File: config.mk
export PLATFORM = sky130hd
export DESIGN_NAME = flip_engine
export DESIGN_NICKNAME = d
export VERILOG_FILES = /design/src/rtl/reversi_pkg.sv /design/src/rtl/board_regfile.sv /design/src/rtl/flip_engine.sv
export SDC_FILE = /design/constraint.sdc
export NUM_CORES = 1
export LEC_CHECK = 0
export CAP_MARGIN = 15
export CORE_UTILIZATION = 40
export CTS_CLUSTER_SIZE = 14
export DETAILED_ROUTE_END_ITERATION = 10
export PLACE_DENSITY_LB_ADDON = 0.2
export REMOVE_ABC_BUFFERS = 1
export SYNTH_ARGS = -nofsm -noshare
export SYNTH_HDL_FRONTEND = slang
export SYNTH_SLANG_ARGS = --single-unit
File: constraint.sdc
create_clock -name clk -period 5.2 [get_ports clk]
set_clock_uncertainty 0.1 [all_clocks]
set_input_delay 1.04 -clock clk [delete_from_list [all_inputs] [get_ports clk]]
set_output_delay 1.04 -clock clk [all_outputs]
set_load 0.1 [all_outputs]
File: src/rtl/reversi_pkg.sv
// Shared constants for the Reversi move-resolution datapath: cell encoding,
// player bits, direction table, FSM states and opening position.
package reversi_pkg;

  localparam int BOARD_N = 8;

  localparam logic [1:0] CELL_EMPTY = 2'b00;
  localparam logic [1:0] CELL_WHITE = 2'b01;
  localparam logic [1:0] CELL_BLACK = 2'b10;

  localparam logic PLAYER_BLACK = 1'b1;
  localparam logic PLAYER_WHITE = 1'b0;

  // 4-bit two's-complement steps, entry d = direction d (N, NE, E, SE, S, SW, W, NW)
  localparam logic [7:0][3:0] DIR_DX = 32'hFFF0_1110;
  localparam logic [7:0][3:0] DIR_DY = 32'hF011_10FF;

  typedef enum logic [2:0] {
    ST_IDLE   = 3'd0,
    ST_CHECK  = 3'd1,
    ST_SCAN   = 3'd2,
    ST_FLIP   = 3'd3,
    ST_DONE   = 3'd4,
    ST_REJECT = 3'd5
  } fe_state_e;

  function automatic logic [1:0] player_cell(input logic p);
    return (p == PLAYER_BLACK) ? CELL_BLACK : CELL_WHITE;
  endfunction

  // Index = y*8+x: (3,3),(4,4) white; (4,3),(3,4) black.
  function automatic logic [1:0] opening_cell(input logic [5:0] idx);
    logic [1:0] c;
    case (idx)
      6'd27, 6'd36: c = CELL_WHITE;
      6'd28, 6'd35: c = CELL_BLACK;
      default:      c = CELL_EMPTY;
    endcase
    return c;
  endfunction

endpackage

File: src/rtl/board_regfile.sv
// 64x2-bit board store: one synchronous write port, asynchronous scan and
// display read ports, synchronous active-low reset to the opening position.
module board_regfile
  import reversi_pkg::*;
#(
  parameter int N = BOARD_N
) (
  input  logic       clk,
  input  logic       resetn,
  input  logic       we_i,
  input  logic [5:0] waddr_i,
  input  logic [1:0] wdata_i,
  input  logic [5:0] scan_addr_i,
  output logic [1:0] scan_data_o,
  input  logic [5:0] disp_addr_i,
  output logic [1:0] disp_data_o
);

  localparam int CELLS = N * N;

  logic [1:0] cells_q [CELLS];

  always_ff @(posedge clk) begin
    if (!resetn) begin
      for (int i = 0; i < CELLS; i++) begin
        cells_q[i] <= opening_cell(6'(i));
      end
    end else if (we_i) begin
      cells_q[waddr_i] <= wdata_i;
    end
  end

  assign scan_data_o = cells_q[scan_addr_i];
  assign disp_data_o = cells_q[disp_addr_i];

endmodule

File: src/rtl/flip_engine.sv
// Reversi move resolution: checks the target, scans eight directions one cell
// per cycle, flips bracketed discs one per cycle, then places the new disc.
module flip_engine
  import reversi_pkg::*;
#(
  parameter int N = BOARD_N
) (
  input  logic       clk,
  input  logic       resetn,
  // Handshake: a request transfers on a rising edge where move_valid and
  // move_ready are both high; move_valid seen while busy is dropped, not queued.
  input  logic       move_valid,
  input  logic [2:0] move_x,
  input  logic [2:0] move_y,
  input  logic       player,
  output logic       move_ready,
  output logic       turn_done,
  output logic       move_illegal,
  output logic [4:0] flip_count,
  input  logic [2:0] rd_x,
  input  logic [2:0] rd_y,
  output logic [1:0] rd_cell,
  output fe_state_e  dbg_state
);

  fe_state_e  state_q, state_d;
  logic [2:0] x_q, x_d;
  logic [2:0] y_q, y_d;
  logic       player_q, player_d;
  logic [2:0] dir_q, dir_d;
  logic [3:0] k_q, k_d;
  logic [3:0] run_q, run_d;
  logic [3:0] cx_q, cx_d;
  logic [3:0] cy_q, cy_d;
  logic [4:0] flip_count_q, flip_count_d;

  logic [5:0] scan_addr;
  logic [1:0] scan_cell;
  logic       wr_en;
  logic [5:0] wr_addr;
  logic [1:0] own_cell;
  logic [1:0] opp_cell;
  logic [3:0] dx;
  logic [3:0] dy;
  logic [2:0] dir_nx;
  logic       off_board;
  logic       dir_end;

  assign own_cell = player_cell(player_q);
  assign opp_cell = player_cell(~player_q);
  assign dx       = DIR_DX[dir_q];
  assign dy       = DIR_DY[dir_q];
  assign dir_nx   = dir_q + 3'd1;
  // Scan positions never stray more than one step past an edge (-1..8), so
  // bit 3 set means negative or 8: off-board in both cases, never wrapped.
  assign off_board = cx_q[3] | cy_q[3];
  assign scan_addr = (state_q == ST_CHECK) ? {y_q, x_q} : {cy_q[2:0], cx_q[2:0]};

  board_regfile #(.N(N)) u_board (
    .clk         (clk),
    .resetn      (resetn),
    .we_i        (wr_en),
    .waddr_i     (wr_addr),
    .wdata_i     (own_cell),
    .scan_addr_i (scan_addr),
    .scan_data_o (scan_cell),
    .disp_addr_i ({rd_y, rd_x}),
    .disp_data_o (rd_cell)
  );

  always_ff @(posedge clk) begin
    if (!resetn) begin
      state_q      <= ST_IDLE;
      x_q          <= '0;
      y_q          <= '0;
      player_q     <= 1'b0;
      dir_q        <= '0;
      k_q          <= 4'd1;
      run_q        <= '0;
      cx_q         <= '0;
      cy_q         <= '0;
      flip_count_q <= '0;
    end else begin
      state_q      <= state_d;
      x_q          <= x_d;
      y_q          <= y_d;
      player_q     <= player_d;
      dir_q        <= dir_d;
      k_q          <= k_d;
      run_q        <= run_d;
      cx_q         <= cx_d;
      cy_q         <= cy_d;
      flip_count_q <= flip_count_d;
    end
  end

  always_comb begin
    state_d      = state_q;
    x_d          = x_q;
    y_d          = y_q;
    player_d     = player_q;
    dir_d        = dir_q;
    k_d          = k_q;
    run_d        = run_q;
    cx_d         = cx_q;
    cy_d         = cy_q;
    flip_count_d = flip_count_q;
    wr_en        = 1'b0;
    wr_addr      = {y_q, x_q};
    dir_end      = 1'b0;

    case (state_q)
      ST_IDLE: begin
        if (move_valid) begin
          x_d          = move_x;
          y_d          = move_y;
          player_d     = player;
          flip_count_d = '0;
          dir_d        = '0;
          k_d          = 4'd1;
          state_d      = ST_CHECK;
        end
      end
      ST_CHECK: begin
        if (scan_cell != CELL_EMPTY) begin
          state_d = ST_REJECT;
        end else begin
          cx_d    = {1'b0, x_q} + DIR_DX[0];
          cy_d    = {1'b0, y_q} + DIR_DY[0];
          state_d = ST_SCAN;
        end
      end
      ST_SCAN: begin
        if (off_board || scan_cell == CELL_EMPTY) begin
          dir_end = 1'b1;
        end else if (scan_cell == opp_cell) begin
          k_d  = k_q + 4'd1;
          cx_d = cx_q + dx;
          cy_d = cy_q + dy;
        end else if (k_q == 4'd1) begin
          dir_end = 1'b1;
        end else begin
          // Bracket found: rewind to k=1 and flip outward for k-1 cycles.
          run_d        = k_q - 4'd1;
          flip_count_d = flip_count_q + {1'b0, k_q - 4'd1};
          cx_d         = {1'b0, x_q} + dx;
          cy_d         = {1'b0, y_q} + dy;
          state_d      = ST_FLIP;
        end
      end
      ST_FLIP: begin
        wr_en   = 1'b1;
        wr_addr = {cy_q[2:0], cx_q[2:0]};
        cx_d    = cx_q + dx;
        cy_d    = cy_q + dy;
        run_d   = run_q - 4'd1;
        if (run_q == 4'd1) begin
          dir_end = 1'b1;
        end
      end
      ST_DONE: begin
        wr_en   = 1'b1;
        wr_addr = {y_q, x_q};
        state_d = ST_IDLE;
      end
      ST_REJECT: begin
        state_d = ST_IDLE;
      end
      default: begin
        state_d = ST_IDLE;
      end
    endcase

    if (dir_end) begin
      if (dir_q == 3'd7) begin
        state_d = (flip_count_q != '0) ? ST_DONE : ST_REJECT;
      end else begin
        dir_d   = dir_nx;
        k_d     = 4'd1;
        cx_d    = {1'b0, x_q} + DIR_DX[dir_nx];
        cy_d    = {1'b0, y_q} + DIR_DY[dir_nx];
        state_d = ST_SCAN;
      end
    end
  end

  assign move_ready   = (state_q == ST_IDLE);
  assign turn_done    = (state_q == ST_DONE);
  assign move_illegal = (state_q == ST_REJECT);
  assign flip_count   = flip_count_q;
  assign dbg_state    = state_q;

endmodule

==> impl_metrics.yaml, run 1 <==
status:
  run_status: "finished clean"
grt:
  grtUsageTotal_pct: 26.7
  grt_pass1_vias: 9129
  grt_pass1_wl_um: 56600
  grt_max_degree: 92
  gr-total-overflow: 0
  antenna_found_initial: 1
clocking:
  cts_sinks: 166
  clkLatencyLatePin_ns: 0.45
  cts_hold_buffers: 0
  post_cts_buffers: 0
  numCtsBuffers: 17
  clk_path_buf_depth: 2
  htreeDepth: 4
  post_cts_resized: 0
  cts_root_buffer: "clkbuf_16"
  clk_pin_slew_ns: 0.08
  cts_tree: "yes"
worst_setup_path:
  required_ns: 5.48
  cp.buffers_inverters: 2
  r2r_slack_ns: 0.24
  path_depth: 13
  r2r_end: "dx[2]"
  crit_start: "dbg_state[0]"
  critPathKind: "reg2reg"
  arrival_ns: 5.23
  crit_chain: "or3b_2 > buf_4 > mux2i_1 > nor3_1 > nor4_1 > o211ai_1 > nand3b_1 > o221a_2 > nor3_1 > a211oi_4 > buf_4 > or3b_2 > a21boi_0"
  crit_family: "simple AND/OR/NAND/NOR gates"
  slowest_stage: "or3b_2"
  cp-endpoint: "dx[2]"
  rr_worst_depth: 13
  cp_slowest_stage_delay_ns: 0.72
  critPathMaxFanout: 16
  critPathCaptureType: "register"
  start_kind: "register"
  rr_startpoint: "dbg_state[0]"
synth:
  async_flop_share_pct: 0
  ys.flop_type: "edfxtp_1"
  syn_avg_cell_area_um2: 9.67
  synth_top_cell_area_share_pct: 34.0
  synth_edf_count: 128
  synth.largest_area_cell: "edfxtp_1"
  synth-warning-count: 0
  ys_types: 73
  synth_seq_cells: 166
  netlist_area_mm2: 0.0113
  synth_seq_area_share_pct: 40.7
  yosys-top-cells-area: "edfxtp_1 (34%), mux4_2 (10%), dfxtp_1 (6.7%)"
  netlist_instances: 1170
sta:
  fin_crit_sh_pct: 95.3
  finalSetupViolations: 0
  fmax_mhz: 202
  worst_slew_pin_slew_ns: 0.971
  slew_violations: 0
  min_period_ns: 4.96
  setup_tns_ns: 0
  hold_viol_final: 0
  relSlewSlack_pct: 35.0
  hold_slack_ns: 0.408
  rsz0062_at_grt: "false"
power_and_ir_drop:
  intPower_w: 0.00301
  vdd_drop_max_uv: 245
  power.switching_w: 0.00224
  sw_frac_of_total_pct: 42.7
  combPwrFrac_pct: 42.6
  p_total_w: 0.00525
  p_leak_nw: 4.63
  power_frac_seq_pct: 32.1
  p_clk_share_pct: 25.3
  powerDensity_mw_per_mm2: 414
routing:
  firstDrtPassIters: 5
  vias_per_cell: 6.12
  wirelength_um: 37400
  drc: 0
  wl_per_cell_um: 23.9
  ant_nets: 0
  vias: 9591
  drtIter0Drc: 983
flow_run:
  cap_violations: 0
cells_and_area:
  stdcell_count: 1567
  seq_area_mm2: 0.00461
  nNetsFinal: 1232
  synthToLayoutAreaGrowth_pct: 12.0
  layout-drive-gt1-share_pct: 12.7
  antenna_cells: 0
  fillCellCount: 2690
  multi_input_area_mm2: 0.00621
die:
  row_count: 61
  boundaryPins: 29
  coreArea_mm2: 0.0278
  die-area_mm2: 0.0290
  die_w_um: 170
  chipHeight_um: 170
  start_util_pct: 40.7
hold_path:
  min-delay-path-class: "reg2reg"
place:
  portBuffers: 28
  dp.cells: 1535
  dp_hpwl_um: 27300
  gp_congestion: 0.977
## cell families (layout without fill, tap and decap cells)
group / count (synthesis) / count (layout) / synth area share (%)
AOI/OAI and AO/OA: 218 / 218 / 12.9
xor gates and xnor gates: 18 / 18 / 1.39
adders and majority gates: 40 / 40 / 4.89
buffers and inverters: 123 / 142 / 4.57
DFF: 166 / 166 / 40.7
muxes: 117 / 117 / 16.0
and+or+nand+nor: 488 / 488 / 19.5
## metrics by stage
step / utilization, % / area, um2 / setup WS (ns)
floorplan: - / 10900 / -1.62
global placement: 43.4 / 12100 / 0.478
detailed placement: 43.4 / 12100 / 0.390
CTS: 45.6 / 12700 / 0.369
global route: 45.6 / 12700 / 0.200
finish: 45.6 / 12700 / 0.245
## power by group through the flow
stage	Sequential, W	Combinational [W]	Clock [W]
after global routing	0.00169	0.00240	0.00139
after detailed placement	0.00170	0.00220	0
after floorplan	0.00175	0.00133	0
final	0.00168	0.00224	0.00133
after global placement	0.00171	0.00218	0
after CTS	0.00167	0.00221	0.00134
## metal layers
layer	GRT usage (%)	part of all wire [%]	vias up
li1	-	-	4302
met1	37.5	43	4727
met2	41.2	45	489
met3	4.95	9.0	73
met4	9.20	2.8	0
met5	0	0	-
## registers in the layout, summed over array words and instances, names as in the netlist, 3 cells and up
name,count
flip_count,5
k_q,4
run_q,4
cy_q,4
y_q,3
x_q,3
u_board.cells_q,128
cx_q,4
dbg_state,3
dir_q,3
## cell usage in the layout, fill, tap and decap left out, types with 7 or more instances in the layout
cell,count
a21o_1,14
nand3_1,27
mux2i_1,58
dfxtp_1,37
a221oi_1,13
clkbuf_16,17
nand2b_1,8
o221ai_1,7
mux2_2,8
and3_1,7
nor2b_1,16
o211ai_1,8
inv_1,39
fa_1,7
a31oi_1,9
a21boi_0,11
edfxtp_1,128
xnor2_1,10
a21oi_1,47
o21a_1,7
nor2_1,169
buf_4,41
and2_1,12
mux4_2,50
xor2_1,8
a211oi_1,19
clkdlybuf4s50_1,24
or3_1,14
nand2_1,175
o21ai_0,43
nor3_1,21
ha_1,33
## worst reg2reg max path, stage by stage, from the launching register on
cell,delay (ns)
dfxtp_1,0.53
or3b_2,0.72
buf_4,0.33
mux2i_1,0.29
nor3_1,0.09
nor4_1,0.63
o211ai_1,0.40
nand3b_1,0.32
o221a_2,0.31
nor3_1,0.30
a211oi_4,0.09
buf_4,0.19
or3b_2,0.44
a21boi_0,0.15
## synth_stat cells, drive strengths merged, types with 20 or more instances
cell,n
clkbuf,57
nor2,169
nor3,21
mux4,50
nand2,175
mux2i,59
dfxtp,38
o21ai,44
inv,39
ha,33
nand3,27
a21oi,48
edfxtp,128
a211oi,20
buf,26
## how the worst min path moves through the flow
stage	startpoint	endpoint	slack (ns)	depth (start not counted)
after floorplan	run_q[3]	run_q[3]	0.39	2
after global placement	flip_count[2]	flip_count[2]	0.40	2
after detailed placement	flip_count[4]	flip_count[4]	0.40	2
after CTS	flip_count[4]	flip_count[4]	0.42	2
after global routing	run_q[3]	run_q[3]	0.44	2
final	flip_count[4]	flip_count[4]	0.41	2
## final cells by class
cell class	count	area share, %
clock inverters	15	1.42
multi-input cells	881	49.0
well taps	378	3.73
flip-flops and latches	166	36.3
clock buffers	17	3.36
inverters	40	1.18
repair buffers	70	5.00
Power figures use the tool's default switching activity.
==> run 2: changes to the inputs <==
--- a/config.mk
+++ b/config.mk
@@ -6,8 +6,9 @@
 export NUM_CORES = 1
 export LEC_CHECK = 0
 export CAP_MARGIN = 15
+export CORE_MARGIN = 2
 export CORE_UTILIZATION = 40
-export CTS_CLUSTER_SIZE = 14
+export CTS_CLUSTER_SIZE = 28
 export DETAILED_ROUTE_END_ITERATION = 10
 export PLACE_DENSITY_LB_ADDON = 0.2
 export REMOVE_ABC_BUFFERS = 1
==> run 2 against run 1 <==
Flip-flop and latch count is the same. Clock-buffer cell count is the same. Register-to-register slack gained 0.31 ns. Largest cell class unchanged.
==> impl_metrics.yaml, run 2 (same netlist as run 1, synthesis figures left out) <==
status:
  run_status: "finished clean"
cells_and_area:
  fillCellCount: 2632
  stdcell_count: 1563
  synthToLayoutAreaGrowth_pct: 11.6
  largest_reg_flops: 128
  multi_input_area_mm2: 0.00621
  antenna_cells: 0
  nNetsFinal: 1228
  layout-drive-gt1-share_pct: 12.5
  fin_area_mm2: 0.0126
  regMostFlops: "u_board.cells_q"
  final_common_cell: "nand2_1"
  final_cell_mix: "nand2_1 (175), nor2_1 (169), edfxtp_1 (128)"
  seq_area_mm2: 0.00461
sta:
  hold_slack_ns: 0.409
  worst_slew_pin_slew_ns: 0.988
  slew_violations: 0
  finalSetupViolations: 0
  relSlewSlack_pct: 34.1
  fin_crit_sh_pct: 89.6
  fmax_mhz: 215
  hold_viol_final: 0
  rsz0062_at_grt: "false"
  min_period_ns: 4.66
  timing.final.ws_setup_ns: 0.541
clocking:
  cts_root_buffer: "clkbuf_16"
  cts_hold_buffers: 0
  post_cts_buffers: 0
  htreeDepth: 4
  clk_path_buf_depth: 2
  clk_pin_slew_ns: 0.07
  numCtsBuffers: 17
  clkLatencyLatePin_ns: 0.45
  post_cts_resized: 0
  cts_tree: "yes"
  cts_sinks: 166
grt:
  grtUsageTotal_pct: 25.6
  grt_pass1_wl_um: 55800
  grt_pass1_vias: 8865
  gr-total-overflow: 0
  grt_max_degree: 63
  antenna_found_initial: 0
place:
  gp_congestion: 1.00
  place_area_mm2: 0.0120
  dp_hpwl_um: 27100
  post-place-ws_ns: 0.545
  dp.cells: 1530
  portBuffers: 28
power_and_ir_drop:
  vdd_drop_max_uv: 210
  p_total_w: 0.00517
  p_leak_nw: 4.60
  powerDensity_mw_per_mm2: 409
die:
  die_w_um: 172
  die-area_mm2: 0.0297
  boundaryPins: 29
  chipHeight_um: 172
  start_util_pct: 40.7
  row_count: 61
  coreArea_mm2: 0.0278
worst_setup_path:
  arrival_ns: 3.52
  critPathKind: "in2out"
  start_kind: "primary input"
  required_ns: 4.06
  critPathCaptureType: "output port"
  critPathMaxFanout: 32
routing:
  vias_per_cell: 6.08
  drc: 0
  vias: 9507
  firstDrtPassIters: 6
  ant_nets: 0
  wl_per_cell_um: 23.4
  drtIter0Drc: 959
  wirelength_um: 36500
flow_run:
  cap_violations: 0
hold_path:
  min-delay-path-class: "reg2reg"
[run 2: cell types whose count changed in the layout (fill, tap and decap cells not counted), sizes merged]
cell | previous run | this run
clkinvlp | 0 | 1
buf | 46 | 42
bufinv | 1 | 0
[run 2: through the flow]
stage	util (%)	TNS, ns
floorplan	-	-98.92
global placement	43.3	0
detailed placement	43.3	0
CTS	45.4	0
global route	45.5	0
finish	45.5	0
[run 2: critical path: stages]
cell             delay, ns
clkdlybuf4s50_1       0.45
buf_4                 0.38
mux4_2                0.37
mux4_2                0.51
mux4_2                0.54
buf_12                0.19
[run 2: where the power goes]
group	leakage [nW]	switching [W]	internal, W
clock network	0.289	0.000648	0.000649
logic	2.69	0.00141	0.000787
registers	1.62	0.000168	0.00151
total	4.60	0.00222	0.00295
[run 2: area by class of cell]
class,count,area share (%)
Multi-Input combinational cell,881,49.2
Sequential cell,166,36.5
Timing Repair Buffer,66,4.71
Tap cell,378,3.75
Clock buffer,17,3.37
Clock inverter,15,1.37
Inverter,40,1.19
[run 2: worst paths after layout]
check                           slack [ns]  cells past startpoint    endpoint     start
worst max-delay path                  0.54                      6  rd_cell[1]   rd_x[1]
worst min-delay path                  0.41                      2    run_q[3]  run_q[3]
worst max register to register        0.55                     11     cy_q[2]   cx_q[0]
worst min register to register        0.41                      2    run_q[3]  run_q[3]
[run 2: routing by layer]
layer	GRT usage, %	part of all wire (%)
met3	5.54	9.5
met2	38.5	44
met4	7.93	2.7
met5	0	0
met1	36.9	43
